**src/rtl/memory_arbiter.sv**
```systemverilog
// Two-port arbiter in front of a single shared memory port, one transaction outstanding at a time.
// Define ARB_ROUND_ROBIN_EN for round-robin tie-breaking; otherwise port 0 has fixed priority.
module memory_arbiter #(
    parameter int unsigned ADDR_WIDTH     = 32,
    parameter int unsigned DATA_WIDTH     = 32,
    parameter int unsigned TIMEOUT_CYCLES = 255
) (
    input  logic                  clk,
    input  logic                  reset,
    input  logic [ADDR_WIDTH-1:0] p0_addr,
    input  logic                  p0_read_en,
    input  logic                  p0_write_en,
    input  logic [DATA_WIDTH-1:0] p0_write_val,
    output logic [DATA_WIDTH-1:0] p0_read_val,
    output logic                  p0_response,
    output logic                  p0_error,
    input  logic [ADDR_WIDTH-1:0] p1_addr,
    input  logic                  p1_read_en,
    input  logic                  p1_write_en,
    input  logic [DATA_WIDTH-1:0] p1_write_val,
    output logic [DATA_WIDTH-1:0] p1_read_val,
    output logic                  p1_response,
    output logic                  p1_error,
    output logic [ADDR_WIDTH-1:0] mem_addr,
    output logic                  mem_read_en,
    output logic                  mem_write_en,
    output logic [DATA_WIDTH-1:0] mem_write_val,
    input  logic [DATA_WIDTH-1:0] mem_read_val,
    input  logic                  mem_response
);

    typedef enum logic [1:0] {IDLE, BUSY, DONE} state_t;

    localparam logic [15:0] TMO_LIMIT = 16'(TIMEOUT_CYCLES);

    state_t      state;
    logic        grant;
    logic [15:0] tmo_cnt;
    logic        req0, req1, pick, tmo_hit;

    assign req0    = p0_read_en | p0_write_en;
    assign req1    = p1_read_en | p1_write_en;
    assign tmo_hit = (TIMEOUT_CYCLES != 0) && ((tmo_cnt + 16'd1) == TMO_LIMIT);

`ifdef ARB_ROUND_ROBIN_EN
    logic last_grant;

    always_comb begin
        pick = ~req0;
        if (req0 && req1)
            pick = ~last_grant;
    end
`else
    always_comb begin
        pick = ~req0;
    end
`endif

    always_ff @(posedge clk or posedge reset) begin
        if (reset) begin
            state         <= IDLE;
            grant         <= 1'b0;
            tmo_cnt       <= '0;
            p0_read_val   <= '0;
            p1_read_val   <= '0;
            p0_response   <= 1'b0;
            p1_response   <= 1'b0;
            p0_error      <= 1'b0;
            p1_error      <= 1'b0;
            mem_addr      <= '0;
            mem_read_en   <= 1'b0;
            mem_write_en  <= 1'b0;
            mem_write_val <= '0;
`ifdef ARB_ROUND_ROBIN_EN
            last_grant    <= 1'b1;
`endif
        end else begin
            p0_response <= 1'b0;
            p1_response <= 1'b0;
            p0_error    <= 1'b0;
            p1_error    <= 1'b0;
            case (state)
                IDLE: begin
                    if (req0 || req1) begin
                        grant   <= pick;
                        tmo_cnt <= '0;
                        state   <= BUSY;
`ifdef ARB_ROUND_ROBIN_EN
                        last_grant <= pick;
`endif
                        // write wins when a port raises both enables
                        if (pick) begin
                            mem_addr      <= p1_addr;
                            mem_write_val <= p1_write_val;
                            mem_write_en  <= p1_write_en;
                            mem_read_en   <= ~p1_write_en;
                        end else begin
                            mem_addr      <= p0_addr;
                            mem_write_val <= p0_write_val;
                            mem_write_en  <= p0_write_en;
                            mem_read_en   <= ~p0_write_en;
                        end
                    end
                end
                BUSY: begin
                    if (mem_response) begin
                        mem_read_en  <= 1'b0;
                        mem_write_en <= 1'b0;
                        state        <= DONE;
                        if (grant) begin
                            p1_response <= 1'b1;
                            if (mem_read_en) p1_read_val <= mem_read_val;
                        end else begin
                            p0_response <= 1'b1;
                            if (mem_read_en) p0_read_val <= mem_read_val;
                        end
                    end else if (tmo_hit) begin
                        mem_read_en  <= 1'b0;
                        mem_write_en <= 1'b0;
                        state        <= DONE;
                        if (grant) begin
                            p1_response <= 1'b1;
                            p1_error    <= 1'b1;
                        end else begin
                            p0_response <= 1'b1;
                            p0_error    <= 1'b1;
                        end
                    end else begin
                        tmo_cnt <= tmo_cnt + 16'd1;
                    end
                end
                DONE:    state <= IDLE;
                default: state <= IDLE;
            endcase
        end
    end

endmodule

```
**config.mk**
```make
export PLATFORM = sky130hd
export DESIGN_NAME = memory_arbiter
export DESIGN_NICKNAME = d
export VERILOG_FILES = /design/src/rtl/memory_arbiter.sv
export SDC_FILE = /design/constraint.sdc
export NUM_CORES = 1
export LEC_CHECK = 0
export ABC_AREA = 1
export BUFFER_PORTS_ARGS = -buffer_cell sky130_fd_sc_hd__buf_2
export CAP_MARGIN = 20
export CORE_UTILIZATION = 45
export DETAILED_ROUTE_END_ITERATION = 6
export GPL_ROUTABILITY_DRIVEN = 0
export PLACE_DENSITY = 0.84
export RECOVER_POWER = 100
export SYNTH_ARGS = -nofsm -noshare
export SYNTH_HDL_FRONTEND = slang
export SYNTH_SLANG_ARGS = --single-unit
```
**constraint.sdc**
```tcl
create_clock -name clk -period 7.8 [get_ports clk]
set_input_delay 0.78 -clock clk [delete_from_list [all_inputs] [get_ports clk]]
set_output_delay 0.78 -clock clk [all_outputs]
set_load 0.02 [all_outputs]
```
==> flow_metrics.py <==
metrics = {
    "timing": {
        "tns_ns": 0,
        "slew_viol_final": 288,
        "holdWs_ns": 0.4862,
        "relSlewSlack": -1.627,
        "setup_viol": 0,
        "finClkSkew_ns": 0.02275,
        "finalHoldViolations": 0,
        "fmax_ghz": 0.2261,
        "period_minus_slack_ns": 4.423,
        "rsz0062_at_grt": "no",
        "worstMarginPinSlew_ns": 3.919,
        "fin_crit_sh": 0.5671,
        "fin_ws_ns": 3.377,
    },
    "cells_and_area": {
        "syn_to_final_growth_pct": 29.15,
        "final_nets": 1297,
        "drive_gt1_frac": 0.2033,
        "final_cells": 1331,
    },
    "setup_path": {
        "worst_setup_path_end_kind": "flop",
        "critPathKind": "input port to flop",
        "timing.rr.end": "p0_read_val[15]",
        "arrival_ns": 4.77,
        "cp_max_fo": 76,
        "required_ns": 8.15,
        "reg2reg_from": "state[1]",
        "r2r_cells": 5,
        "worstSetupStartpointType": "input port",
        "r2r_slack_ns": 4.05,
    },
    "pwr": {
        "power_density_nw_per_um2": 402.9,
        "power_uw": 3628,
        "vdd_drop_max_uv": 195.1,
        "p_leak_uw": 0.004348,
    },
    "placement": {
        "pre_cts_ws_ns": 4.575,
        "dpl.cell_count": 1296,
        "dp.final_hpwl_um": 14250,
        "portBuffers": 300,
    },
    "clock_network": {
        "cts_tree": "done",
        "cts.sinks": 153,
        "cts_resized": 0,
        "path_clk_slew_ns": 0.07,
        "htreeDepth": 4,
        "cts-hold-fix-buffers": 0,
        "worstSkewPairLatency_ns": 0.44,
        "clockRootBuffer": "clkbuf_16",
        "numCtsBuffers": 17,
        "cts_setup_buffers": 0,
        "clock_path_buffers": 2,
    },
    "worst_hold_path": {
        "hold_end": "p1_read_val[31]",
        "min-delay-start": "p1_read_val[31]",
        "hp-class": "flop to flop",
        "whs_path_depth": 2,
    },
    "detailed_routing": {
        "wl_um": 19980,
        "ant_nets": 0,
        "wl_per_cell_um": 15.01,
        "drc": 0,
        "first_pass_iters": 5,
        "vias_per_cell": 5.161,
        "drtIter0Drc": 426,
        "vias": 6869,
    },
    "synthesis": {
        "synth_area_per_cell_um2": 8.221,
        "synth_area_leader_cell": "dfrtp_1",
        "synth-seq-area-share": 0.5492,
        "synth_top_area_share": 0.5492,
        "synth_area_leaders": "dfrtp_1 55%, nand2_1 13%, nor2_1 6.9%, a31oi_1 5.7%, inv_1 3.2%",
        "synth_seq_cells": 153,
        "ys_types": 28,
        "synth_area_um2": 6972,
        "syn_inst": 848,
        "synth_nets": 1017,
        "ys_warn_count": 0,
    },
    "outcome": {
        "status": "finished, violations left",
        "violations": "max-capacitance violations, max-slew violations",
    },
    "global_routing": {
        "grt_max_degree": 130,
        "grt_pass1_wl_um": 31660,
        "grt_pass1_vias": 6369,
        "grtUsageTotal": 0.2544,
        "antenna_found_initial": 3,
        "grt_overflow": 0,
    },
    "floorplan": {
        "die_h_um": 126.5,
        "fp-row-count": 45,
        "io_pins": 301,
        "floorplan.initialDensity": 0.4603,
        "die_w_um": 126.5,
        "core_area_um2": 15150,
        "dieArea_um2": 15990,
    },
    "flow_run": {
        "max_cap_violations": 4,
    },
}
[power breakdown]
group	internal, uW	leakage [uW]	total [uW]	switching (uW)
Combinational	401	0.00223	1420	1020
Sequential	1150	0.00183	1350	207
Clock	484	0.000288	851	366
Total	2030	0.00435	3630	1600
[state kept, by name, indices dropped and copies added, names as in the netlist]
| name | cells |
|---|---|
| p0_read_val | 32 |
| tmo_cnt | 16 |
| p1_response | 1 |
| p0_error | 1 |
| p1_error | 1 |
| p1_read_val | 32 |
| p0_response | 1 |
| mem_read_en | 1 |
| mem_addr | 32 |
| mem_write_en | 1 |
| state | 2 |
| grant | 1 |
| mem_write_val | 32 |
[stage by stage]
stage | util | instance area [um^2]
after floorplan | - | 6972
final | 0.5945 | 9004
after global routing | 0.5945 | 9004
after global placement | 0.5665 | 8581
after CTS | 0.6064 | 9184
after detailed placement | 0.5665 | 8581
[cell usage in the layout, fill, tap and decap left out, drive strengths merged, types with 2 or more instances in the layout]
master	Yosys	final
a21oi	33	33
a31oi	64	64
buf	7	169
bufinv	0	2
clkbuf	40	156
clkinvlp	0	5
dfrtp	153	153
diode	0	2
ha	2	2
inv	64	71
nand2	247	247
nand3	29	29
nand3b	2	2
nand4	23	23
nor2	144	144
nor3	2	2
o21ai	33	33
[kinds of logic after synthesis]
group / count (synthesis) / synth area share
xor+xnor: 1 / 0.001257
compound gates: 132 / 0.1077
simple gates: 449 / 0.2749
flops: 153 / 0.5492
fa+ha+maj: 2 / 0.003589
buf+inv: 111 / 0.06335
[metal layers]
layer / vias to the layer above / global-route usage / routed length (um)
met5: - / 0 / 0
met4: 0 / 0.1212 / 697
met3: 46 / 0.07212 / 1520
met2: 315 / 0.4196 / 9898
met1: 3200 / 0.3083 / 7859
li1: 3308 / - / -
[layout make-up]
type	instances	area [um^2]
clock inverter	15	177.7
timing repair buffer	308	1398
sequential	153	3829
fill	1393	6142
clock buffer	17	425.4
antenna	2	5.005
multi-input combinational	584	2691
inverter	64	242.7
tap	188	235.2
[cells in the mapped netlist]
cell type and count:
nand2_1 239, xor2_1 1, nand4_1 20, dfrtp_1 153
nand2_2 8, a21oi_1 33, ha_1 2, nor3_1 2
buf_2 5, nand3b_1 2, nor2_4 5, nand4_2 2
o31ai_2 1, nand3_1 28, buf_8 1, nand3_4 1
o21bai_1 1, nand4_4 1, and2_1 1, inv_1 60
buf_6 1, inv_2 4, a31oi_1 64, nor2_2 10
clkbuf_1 40, o21ai_0 33, or2_2 1, nor2_1 129
[critical path, stage by stage]
cell        delay, ns
clkbuf_1         0.16
nor2_4           0.06
inv_1            0.05
clkbuf_1         1.94
o31ai_2          0.01
clkbuf_1         0.51
clkinvlp_2       0.20
buf_4            0.46
buf_16           0.31
nor2_1           0.07
a31oi_1          0.16
[worst max path at each step]
stage,from,endpoint,slack [ns],depth (start not counted)
after floorplan,reset,grant,2.90,1
after global placement,p0_write_en,mem_addr[26],4.68,9
after detailed placement,p0_write_en,mem_addr[4],4.58,9
after CTS,p0_write_en,mem_write_val[4],5.06,9
after global routing,p0_write_en,mem_addr[6],2.85,11
final,p0_write_en,mem_addr[6],3.38,11
No activity file was read; power rests on OpenSTA's default activity.
